### src/rtl/lsu_pkg.sv
// Shared definitions for the load/store unit: funct3 encodings, error causes,
// FSM state encoding and the request legality check.
package lsu_pkg;

  localparam logic [2:0] F3_B  = 3'b000;
  localparam logic [2:0] F3_H  = 3'b001;
  localparam logic [2:0] F3_W  = 3'b010;
  localparam logic [2:0] F3_BU = 3'b100;
  localparam logic [2:0] F3_HU = 3'b101;

  localparam logic [1:0] CAUSE_NONE     = 2'b00;
  localparam logic [1:0] CAUSE_MISALIGN = 2'b01;
  localparam logic [1:0] CAUSE_RANGE    = 2'b10;

  typedef enum logic [2:0] {
    ST_IDLE  = 3'd0,
    ST_LOAD  = 3'd1,
    ST_MERGE = 3'd2,
    ST_WRITE = 3'd3,
    ST_RESP  = 3'd4
  } state_e;

  // Encodings the LSU cannot execute are reported as misaligned, which
  // lets the decoder use a single error path.
  function automatic logic f3_misaligned(input logic we, input logic [2:0] f3,
                                         input logic [1:0] lo);
    logic bad;
    bad = 1'b0;
    case (f3)
      F3_B:         bad = 1'b0;
      F3_H:         bad = lo[0];
      F3_W:         bad = (lo != 2'b00);
      F3_BU, F3_HU: bad = we | ((f3 == F3_HU) & lo[0]);
      default:      bad = 1'b1;
    endcase
    return bad;
  endfunction

endpackage

### src/rtl/lsu_lane.sv
// Byte/halfword lane logic: load extraction with sign/zero extension and
// sub-word merge of store data into an existing memory word.
module lsu_lane
  import lsu_pkg::*;
(
  input  logic [2:0]  funct3_i,
  input  logic [1:0]  addr_lo_i,
  input  logic [31:0] word_i,
  input  logic [31:0] wdata_i,
  output logic [31:0] load_o,
  output logic [31:0] merge_o
);

  logic [7:0]  byte_sel;
  logic [15:0] half_sel;

  assign byte_sel = word_i[{addr_lo_i, 3'b000} +: 8];
  assign half_sel = addr_lo_i[1] ? word_i[31:16] : word_i[15:0];

  // Load result: pick the addressed lane and extend it to 32 bits.
  always_comb begin
    load_o = word_i;
    case (funct3_i)
      F3_B:    load_o = {{24{byte_sel[7]}}, byte_sel};
      F3_BU:   load_o = {24'h0, byte_sel};
      F3_H:    load_o = {{16{half_sel[15]}}, half_sel};
      F3_HU:   load_o = {16'h0, half_sel};
      default: load_o = word_i;
    endcase
  end

  // Store merge: overwrite only the addressed lane of the old word.
  always_comb begin
    merge_o = word_i;
    case (funct3_i)
      F3_B:    merge_o[{addr_lo_i, 3'b000} +: 8] = wdata_i[7:0];
      F3_H:    merge_o[{addr_lo_i[1], 4'b0000} +: 16] = wdata_i[15:0];
      default: merge_o = wdata_i;
    endcase
  end

endmodule

### src/rtl/lsu.sv
// Load/store unit: one request at a time, sub-word stores as read-modify-write,
// misaligned/out-of-range requests answered with an error and no memory access.
module lsu
  import lsu_pkg::*;
#(
  parameter int WORD_IDX_W = 8
) (
  input  logic        clk,
  input  logic        rst,
  input  logic        req_valid,
  output logic        req_ready,
  input  logic        req_we,
  input  logic [2:0]  req_funct3,
  input  logic [31:0] req_addr,
  input  logic [31:0] req_wdata,
  output logic        rsp_valid,
  input  logic        rsp_ready,
  output logic [31:0] rsp_data,
  output logic        rsp_err,
  output logic [1:0]  rsp_cause,
  output logic [31:0] mem_addr,
  output logic [31:0] mem_wdata,
  output logic        mem_op,
  output logic        mem_wr,
  input  logic [31:0] mem_rdata
);

  state_e      state_q;
  logic [2:0]  funct3_q;
  logic [31:0] addr_q;
  logic [31:0] wdata_q;
  logic [31:0] wbuf_q;
  logic [31:0] rsp_data_q;
  logic        rsp_err_q;
  logic [1:0]  rsp_cause_q;

  logic        misalign_d;
  logic        range_d;
  logic [1:0]  cause_d;
  logic [31:0] load_ext;
  logic [31:0] merged;

  lsu_lane u_lane (
    .funct3_i  (funct3_q),
    .addr_lo_i (addr_q[1:0]),
    .word_i    (mem_rdata),
    .wdata_i   (wdata_q),
    .load_o    (load_ext),
    .merge_o   (merged)
  );

  // Classify the incoming request; misalignment wins over range.
  always_comb begin
    misalign_d = f3_misaligned(req_we, req_funct3, req_addr[1:0]);
    range_d    = ((req_addr >> (WORD_IDX_W + 2)) != 32'h0);
    cause_d    = CAUSE_NONE;
    if (misalign_d)   cause_d = CAUSE_MISALIGN;
    else if (range_d) cause_d = CAUSE_RANGE;
  end

  // Main sequencer: accept, access memory, hold the response until taken.
  always_ff @(posedge clk) begin
    if (rst) begin
      state_q     <= ST_IDLE;
      funct3_q    <= 3'b000;
      addr_q      <= 32'h0;
      wdata_q     <= 32'h0;
      wbuf_q      <= 32'h0;
      rsp_data_q  <= 32'h0;
      rsp_err_q   <= 1'b0;
      rsp_cause_q <= CAUSE_NONE;
    end else begin
      case (state_q)
        ST_IDLE: begin
          if (req_valid) begin
            funct3_q    <= req_funct3;
            addr_q      <= req_addr;
            wdata_q     <= req_wdata;
            rsp_data_q  <= 32'h0;
            rsp_err_q   <= (cause_d != CAUSE_NONE);
            rsp_cause_q <= cause_d;
            if (cause_d != CAUSE_NONE) begin
              state_q <= ST_RESP;
            end else if (!req_we) begin
              state_q <= ST_LOAD;
            end else if (req_funct3 == F3_W) begin
              wbuf_q  <= req_wdata;
              state_q <= ST_WRITE;
            end else begin
              state_q <= ST_MERGE;
            end
          end
        end
        ST_LOAD: begin
          rsp_data_q <= load_ext;
          state_q    <= ST_RESP;
        end
        ST_MERGE: begin
          wbuf_q  <= merged;
          state_q <= ST_WRITE;
        end
        ST_WRITE: begin
          state_q <= ST_RESP;
        end
        ST_RESP: begin
          if (rsp_ready) state_q <= ST_IDLE;
        end
        default: state_q <= ST_IDLE;
      endcase
    end
  end

  assign req_ready = (state_q == ST_IDLE);
  assign rsp_valid = (state_q == ST_RESP);
  assign mem_op    = (state_q == ST_LOAD) || (state_q == ST_MERGE) || (state_q == ST_WRITE);
  assign mem_wr    = (state_q == ST_WRITE);
  assign mem_addr  = {2'b00, addr_q[31:2]};
  assign mem_wdata = wbuf_q;
  assign rsp_data  = rsp_data_q;
  assign rsp_err   = rsp_err_q;
  assign rsp_cause = rsp_cause_q;

endmodule
### config.mk
export PLATFORM = sky130hd
export DESIGN_NAME = lsu
export DESIGN_NICKNAME = d
export VERILOG_FILES = /design/src/rtl/lsu_pkg.sv /design/src/rtl/lsu_lane.sv /design/src/rtl/lsu.sv
export SDC_FILE = /design/constraint.sdc
export NUM_CORES = 1
export LEC_CHECK = 0
export ABC_CLOCK_PERIOD_IN_PS = 3400
export CAP_MARGIN = 5
export CORE_UTILIZATION = 48
export DETAILED_ROUTE_END_ITERATION = 12
export PLACE_DENSITY = 0.91
export REMOVE_ABC_BUFFERS = 1
export SKIP_CTS_REPAIR_TIMING = 1
export SLEW_MARGIN = 20
export SYNTH_ARGS = -nofsm -noshare
export SYNTH_HDL_FRONTEND = slang
export SYNTH_SLANG_ARGS = --single-unit
### constraint.sdc
create_clock -name clk -period 3.4 [get_ports clk]
set_clock_uncertainty 0.05 [all_clocks]
set_input_delay 1.02 -clock clk [delete_from_list [all_inputs] [get_ports clk]]
set_output_delay 1.02 -clock clk [all_outputs]
set_load 0.02 [all_outputs]
==> flow_metrics.py, run 1 <==
metrics = {
    "sta": {
        "fin_tns_setup_ns": 0,
        "setup_viol": 0,
        "finalHoldViolations": 0,
        "rsz0062_at_grt": "no",
        "final-max-slew-violation-count": 0,
        "relSlewSlack_pct": 32.8,
        "max_freq_mhz": 340,
        "fin_crit_sh_pct": 86.4,
        "fin_crit_ns": 2.94,
        "tightestPinTransition_ns": 1.00,
    },
    "worst_setup_path": {
        "critPathBufInv": 1,
        "crit_fanout": 8,
        "timing.rr.end": "mem_wdata[21]$_SDFFE_PP0P_",
        "cp.arrival_ns": 1.87,
        "crit_path_start_kind": "register",
        "cp_cell_sequence": "nor2b_1, and2_1, clkdlybuf4s50_1",
        "critical_path_required_ns": 2.33,
        "cp_top_family": "buffers and inverters",
        "worstReg2RegStart": "funct3_q[2]$_SDFFE_PP0P_",
        "cp-end-kind": "primary output",
        "cpMaxStageDelayCell": "clkdlybuf4s50_1",
        "r2r_cells": 5,
        "crit_type": "reg2out",
        "endpoint": "mem_wr",
        "r2r_slack_ns": 0.67,
        "cp.depth": 3,
        "critPathMaxStageDelay_ns": 0.60,
        "crit_start": "state_q[0]$_SDFFE_PP0P_",
    },
    "die": {
        "coreArea_sq_um": 14500,
        "die-area_sq_um": 15300,
        "die_x_um": 124,
        "dieHeight_um": 124,
        "rows": 44,
        "io_pins": 207,
        "start_util_pct": 49.1,
    },
    "drt": {
        "wl_per_cell_um": 18.9,
        "routed-via-count": 7638,
        "drt_wl_total_mm": 23.6,
        "drtAntennaViolNets": 0,
        "dr.pass1.iters": 6,
        "drtIter0Drc": 765,
        "routed_via_density": 6.10,
        "drc": 0,
    },
    "yosys": {
        "ys_ff_latch": 137,
        "ys.flop_type": "dfxtp_1",
        "syn_area_sq_um": 7110,
        "synth-edff-count": 0,
        "synth_commonest_cells": "nand2_1, dfxtp_1, a21oi_1",
        "ys_seq_area_share_pct": 38.6,
        "synthCells": 909,
        "synth.area.top_cells": "dfxtp_1, nand2_1, a21oi_1",
        "ys.warnings.count": 0,
        "synth_top_area_share_pct": 38.6,
        "synth_largest_area_cell": "dfxtp_1",
        "synth.most_common_cell": "nand2_1",
        "synthArstFlopShare_pct": 0,
        "synth.distinct_cells": 55,
        "synth.avg_cell_area_sq_um": 7.82,
    },
    "cts": {
        "htreeDepth": 4,
        "root_buffer": "clkbuf_16",
        "numCtsBuffers": 17,
        "clk_pin_slew_worst_paths_ns": 0.06,
        "cts_tree": "yes",
        "clock_sinks": 137,
        "cts-root-to-sink-buffers": 2,
        "clock_latency_ns": 0.42,
    },
    "placed_design": {
        "place.gp.congestion": 0.977,
        "numPortBuffers": 204,
        "dpl_cell_area_sq_um": 9080,
        "place_hpwl_mm": 16.6,
    },
    "power": {
        "cellPowerDensity_nw_per_um2": 434,
        "vdd_drop_max_v": 0.000349,
        "p_leak_nw": 3.38,
    },
    "global_routing": {
        "grtUsageTotal_pct": 30.7,
        "grt_pass1_wl_mm": 36.1,
        "grt_antenna_before_repair": 0,
        "grt_max_degree": 75,
        "grt_remaining_overflow": 0,
        "grt_pass1_vias": 7002,
    },
    "worst_hold_path": {
        "hold_path_class": "reg2reg",
        "min_path_cells": 2,
    },
    "outcome": {
        "status": "complete, no violations",
    },
    "run": {
        "max_cap_viol_count": 0,
    },
    "cells_and_area": {
        "antenna_cells": 0,
        "final_nets": 1164,
        "stdcell_area_sq_um": 9670,
        "synthToLayoutAreaGrowth_pct": 36.0,
        "drive_gt1_share_pct": 7.96,
    },
}
## per-layer routing
| layer | vias up | routed length, um | global-route usage (%) |
|---|---|---|---|
| li1 | 3532 | - | - |
| met1 | 3561 | 8750 | 35.6 |
| met2 | 480 | 11200 | 50.9 |
| met3 | 65 | 2940 | 10.9 |
| met4 | 0 | 775 | 13.3 |
| met5 | - | 0 | 0 |
## metrics by stage
stage / util, % / power, W / instances / worst slack, ns / hold WS (ns)
finish: 66.8 / 0.00419 / 1252 / 0.463 / 0.400
global route: 66.8 / 0.00433 / 1252 / 0.348 / 0.414
CTS: 66.8 / 0.00420 / 1252 / 0.454 / 0.400
detailed placement: 62.7 / 0.00237 / 1220 / 0.192 / 0.392
global placement: 62.7 / 0.00236 / 1220 / 0.255 / 0.382
floorplan: - / 0.00202 / 800 / -1.16 / 0.376
## registers in the layout, indices dropped and copies added (netlist names)
register   cells
addr_q        32
mem_wdata     32
rsp_data      32
wdata_q       32
funct3_q       3
state_q        3
rsp_cause      2
rsp_err        1
## how the worst min path moves through the flow
stage | slack (ns) | to | startpoint
5_1_grt | 0.41 | wdata_q[30]$_SDFFE_PP0P_ | wdata_q[30]$_SDFFE_PP0P_
2_1_floorplan | 0.38 | wdata_q[16]$_SDFFE_PP0P_ | wdata_q[16]$_SDFFE_PP0P_
6_report | 0.40 | rsp_data[22]$_SDFFE_PP0P_ | rsp_data[22]$_SDFFE_PP0P_
4_1_cts | 0.40 | wdata_q[18]$_SDFFE_PP0P_ | wdata_q[18]$_SDFFE_PP0P_
3_5_place_dp | 0.39 | wdata_q[18]$_SDFFE_PP0P_ | wdata_q[18]$_SDFFE_PP0P_
3_3_place_gp | 0.38 | rsp_data[26]$_SDFFE_PP0P_ | rsp_data[26]$_SDFFE_PP0P_
## where the power goes
| group | leakage [nW] | internal, W | switching (W) |
|---|---|---|---|
| registers | 1.11 | 0.00166 | 0.0000420 |
| clock network | 0.285 | 0.00117 | 0.000671 |
| logic | 1.98 | 0.000287 | 0.000367 |
| total | 3.38 | 0.00311 | 0.00108 |
## layout make-up
class | count | area, sq um
fill | 1207 | 4810
clock buffer | 23 | 458
timing repair buffer | 236 | 2300
inverter | 16 | 60.1
clock inverter | 9 | 123
multi-input combinational | 647 | 3750
tap | 184 | 230
sequential | 137 | 2740
## worst reg2reg max path, cell delays in order (launching register included)
cell	delay [ns]
dfxtp_1	0.49
nor2_1	0.86
nand2_1	0.42
a221oi_1	0.47
a2111oi_1	0.12
a31o_1	0.22
## cells in the final DEF, fill, tap and decap left out, types with 3 or more instances in the layout
cell type        Yosys  final
a31oi_1              7      7
nand3_1             27     27
nand2_1            190    189
dfxtp_1            137    137
o21ai_0             81     81
buf_4               32     31
o22ai_1              8      8
a211oi_1             9      9
clkdlybuf4s50_1      0    203
and2_1               4      3
o211ai_1            10     10
clkinv_1             3      3
and4_1               4      4
o21ai_1              8      8
a31o_1               7      7
clkbuf_1            52      5
clkinv_2             0      5
o31ai_1              9      9
bufinv_16            0      3
mux2_2               8      8
mux4_2               8      8
a221oi_1            28     28
a21oi_1            102    102
nor4_1               4      4
a2111oi_1            6      6
ha_1                 5      5
mux2i_1              9      9
nand2b_1            14     14
o2111ai_1            8      8
a22o_1               3      3
nor3_1               4      4
or3_1               10     10
o21bai_1             6      6
clkbuf_16            0     17
nor2_1              23     23
inv_1               13     13
nand4_1             20     20
## cell families (layout without fill, tap and decap cells)
family	count (synthesis)	count (layout)	synth area share (%)
AOI/OAI and AO/OA	301	301	26.4
adders and majority gates	5	5	0.880
buffers and inverters	126	284	8.84
DFF	137	137	38.6
muxes	25	25	5.07
other	1	2	0.0528
and+or+nand+nor	314	314	20.2
Note: power is estimated with default switching activity, not from simulation.
==> inputs of run 2 (changes only) <==
--- a/config.mk
+++ b/config.mk
@@ -5,8 +5,9 @@
 export SDC_FILE = /design/constraint.sdc
 export NUM_CORES = 1
 export LEC_CHECK = 0
-export ABC_CLOCK_PERIOD_IN_PS = 3400
+export ABC_CLOCK_PERIOD_IN_PS = 3320
 export CAP_MARGIN = 5
+export CORE_MARGIN = 5
 export CORE_UTILIZATION = 48
 export DETAILED_ROUTE_END_ITERATION = 12
 export PLACE_DENSITY = 0.91
==> constraint.sdc (replaced) <==
create_clock -name clk -period 3.32 [get_ports clk]
set_clock_uncertainty 0.05 [all_clocks]
set_input_delay 0.996 -clock clk [delete_from_list [all_inputs] [get_ports clk]]
set_output_delay 0.996 -clock clk [all_outputs]
set_load 0.02 [all_outputs]
==> run 2 against run 1 <==
Die area up 13%. Non-clock buffer count down 2. Combinational power up 0.9%. Sequential power up 3%. Worst setup slack worse by 0.080 ns. First-iteration DRC count up 20%. Final area up 0.28%. Via count up 0.86%. Register-to-register slack better by 0.03 ns. Total power up 4.6%. Wire length up 2.8%. Critical path depth unchanged. Critical endpoint unchanged. Largest cell class unchanged.
==> flow_metrics.py, run 2 (synthesized netlist as in run 1, its figures left out) <==
metrics = {
    "worst_setup_path": {
        "r2r_cells": 7,
        "cp_cell_sequence": "nor2b_1, and2_1, clkdlybuf4s50_1",
        "crit_type": "reg2out",
        "worstReg2RegStart": "addr_q[1]$_SDFFE_PP0P_",
        "crit_fanout": 8,
        "cp_top_family": "buffers and inverters",
        "critical_path_required_ns": 2.27,
        "cp-end-kind": "primary output",
        "cpMaxStageDelayCell": "clkdlybuf4s50_1",
        "critPathMaxStageDelay_ns": 0.60,
        "timing.rr.end": "mem_wdata[19]$_SDFFE_PP0P_",
        "crit_start": "state_q[0]$_SDFFE_PP0P_",
        "critPathBufInv": 1,
        "r2r_slack_ns": 0.70,
        "crit_path_start_kind": "register",
        "cp.arrival_ns": 1.89,
    },
    "placed_design": {
        "placed_cells": 1218,
        "numPortBuffers": 204,
        "dpl_cell_area_sq_um": 9070,
        "place.gp.congestion": 0.943,
        "place_hpwl_mm": 17.3,
    },
    "cts": {
        "root_buffer": "clkbuf_16",
        "numCtsBuffers": 17,
        "cts-root-to-sink-buffers": 2,
        "clock_latency_ns": 0.43,
        "cts_tree": "yes",
        "clock_sinks": 137,
        "htreeDepth": 4,
        "clk_pin_slew_worst_paths_ns": 0.06,
    },
    "drt": {
        "drtAntennaViolNets": 0,
        "dr.pass1.iters": 5,
        "routed-via-count": 7704,
        "wl_met1_mm": 9.20,
        "drtIter0Drc": 920,
        "routed_via_density": 6.16,
        "met2_length_mm": 11.0,
        "wl_met3_mm": 3.25,
        "drc": 0,
        "drt_wl_total_mm": 24.3,
        "dr.max_layer_used": "met4",
        "wl_per_cell_um": 19.4,
    },
    "die": {
        "coreArea_sq_um": 14500,
        "start_util_pct": 48.9,
        "io_pins": 207,
        "die-area_sq_um": 17300,
        "dieHeight_um": 132,
        "die_x_um": 132,
        "rows": 44,
    },
    "power": {
        "p_comb_share_pct": 15.0,
        "cellPowerDensity_nw_per_um2": 452,
        "pwr-share-seq_pct": 39.9,
        "p_sw_w": 0.00113,
        "internal-power_w": 0.00326,
        "p_leak_nw": 3.39,
        "vdd_drop_max_v": 0.000357,
        "p_sw_share_pct": 25.7,
        "pwr-share-clk_pct": 45.1,
    },
    "sta": {
        "max_freq_mhz": 340,
        "tightestPinTransition_ns": 0.985,
        "final-max-slew-violation-count": 0,
        "setup_viol": 0,
        "fin_crit_ns": 2.94,
        "relSlewSlack_pct": 34.2,
        "finalHoldViolations": 0,
        "fin_crit_sh_pct": 88.5,
        "rsz0062_at_grt": "no",
    },
    "worst_hold_path": {
        "min_path_cells": 2,
        "hold_end": "wdata_q[19]$_SDFFE_PP0P_",
        "hold_start": "wdata_q[19]$_SDFFE_PP0P_",
        "hold_path_class": "reg2reg",
    },
    "cells_and_area": {
        "antenna_cells": 0,
        "multi_input_area_sq_um": 3750,
        "regArea_sq_um": 2740,
        "finalNonFillerCells": 1250,
        "stdcell_area_sq_um": 9690,
        "most-common-layout-cells": "clkdlybuf4s50_1, nand2_1, dfxtp_1",
        "final_nets": 1162,
        "drive_gt1_share_pct": 8.07,
        "synthToLayoutAreaGrowth_pct": 36.4,
        "num-fill-cells": 1165,
        "mostFrequentLayoutCell": "clkdlybuf4s50_1",
    },
    "global_routing": {
        "grt_pass1_wl_mm": 37.9,
        "grt_remaining_overflow": 0,
        "grt_antenna_before_repair": 0,
        "grtUsageTotal_pct": 26.7,
        "grt_max_degree": 43,
        "grt_pass1_vias": 7330,
    },
    "run": {
        "max_cap_viol_count": 0,
    },
    "outcome": {
        "status": "complete, no violations",
    },
}
[run 2: changes by cell type in the layout (fill, tap and decap cells not counted)]
| cell | change |
|---|---|
| clkinvlp_4 | +1 |
| buf_4 | -2 |
| clkbuf_8 | +7 |
| clkinv_2 | -4 |
| clkbuf_1 | -3 |
| bufinv_16 | -1 |
[run 2: final cells by class]
cell class	count	area share (%)
Clock buffer	27	5.60
Clock inverter	5	0.826
Inverter	16	0.620
Multi-Input combinational cell	647	38.7
Sequential cell	137	28.3
Tap cell	184	2.38
Timing Repair Buffer	234	23.6
[run 2: worst min-delay path, delay by kind of cell, from the launching register on]
family | cells | cell delay (ns)
AOI/OAI and AO/OA | 1 | 0.05
DFF | 1 | 0.30
and+or+nand+nor | 1 | 0.05
[run 2: worst max-delay path by stage]
| stage | cells after the start | end |
|---|---|---|
| 5_1_grt | 3 | mem_wr |
| 6_report | 3 | mem_wr |
| 2_1_floorplan | 5 | mem_wdata[16]$_SDFFE_PP0P_ |
| 3_3_place_gp | 7 | mem_wdata[18]$_SDFFE_PP0P_ |
| 3_5_place_dp | 7 | mem_wdata[16]$_SDFFE_PP0P_ |
| 4_1_cts | 3 | mem_wr |
[run 2: per-layer routing]
layer	vias to the layer above	GRT usage, %
li1	3534	-
met1	3566	30.7
met2	520	43.5
met3	84	11.5
met4	0	11.0
met5	-	0
[run 2: per-stage QoR]
stage               util (%)  setup slack (ns)  TNS, ns  hold slack, ns  total power, W
CTS                     66.7             0.375        0           0.400         0.00438
detailed placement      62.4            0.0504        0           0.392         0.00242
floorplan                  -             -1.24   -27.85           0.376         0.00207
global route            66.7             0.292        0           0.415         0.00452
finish                  66.7             0.383        0           0.399         0.00438
global placement        62.4             0.102        0           0.382         0.00241
[run 2: power by group through the flow]
stage	Combinational (W)	Clock [W]	Sequential (W)
6_report	0.000660	0.00198	0.00175
4_1_cts	0.000650	0.00198	0.00175
3_3_place_gp	0.000631	0	0.00178
5_1_grt	0.000708	0.00206	0.00175
3_5_place_dp	0.000644	0	0.00178
2_1_floorplan	0.000256	0	0.00181
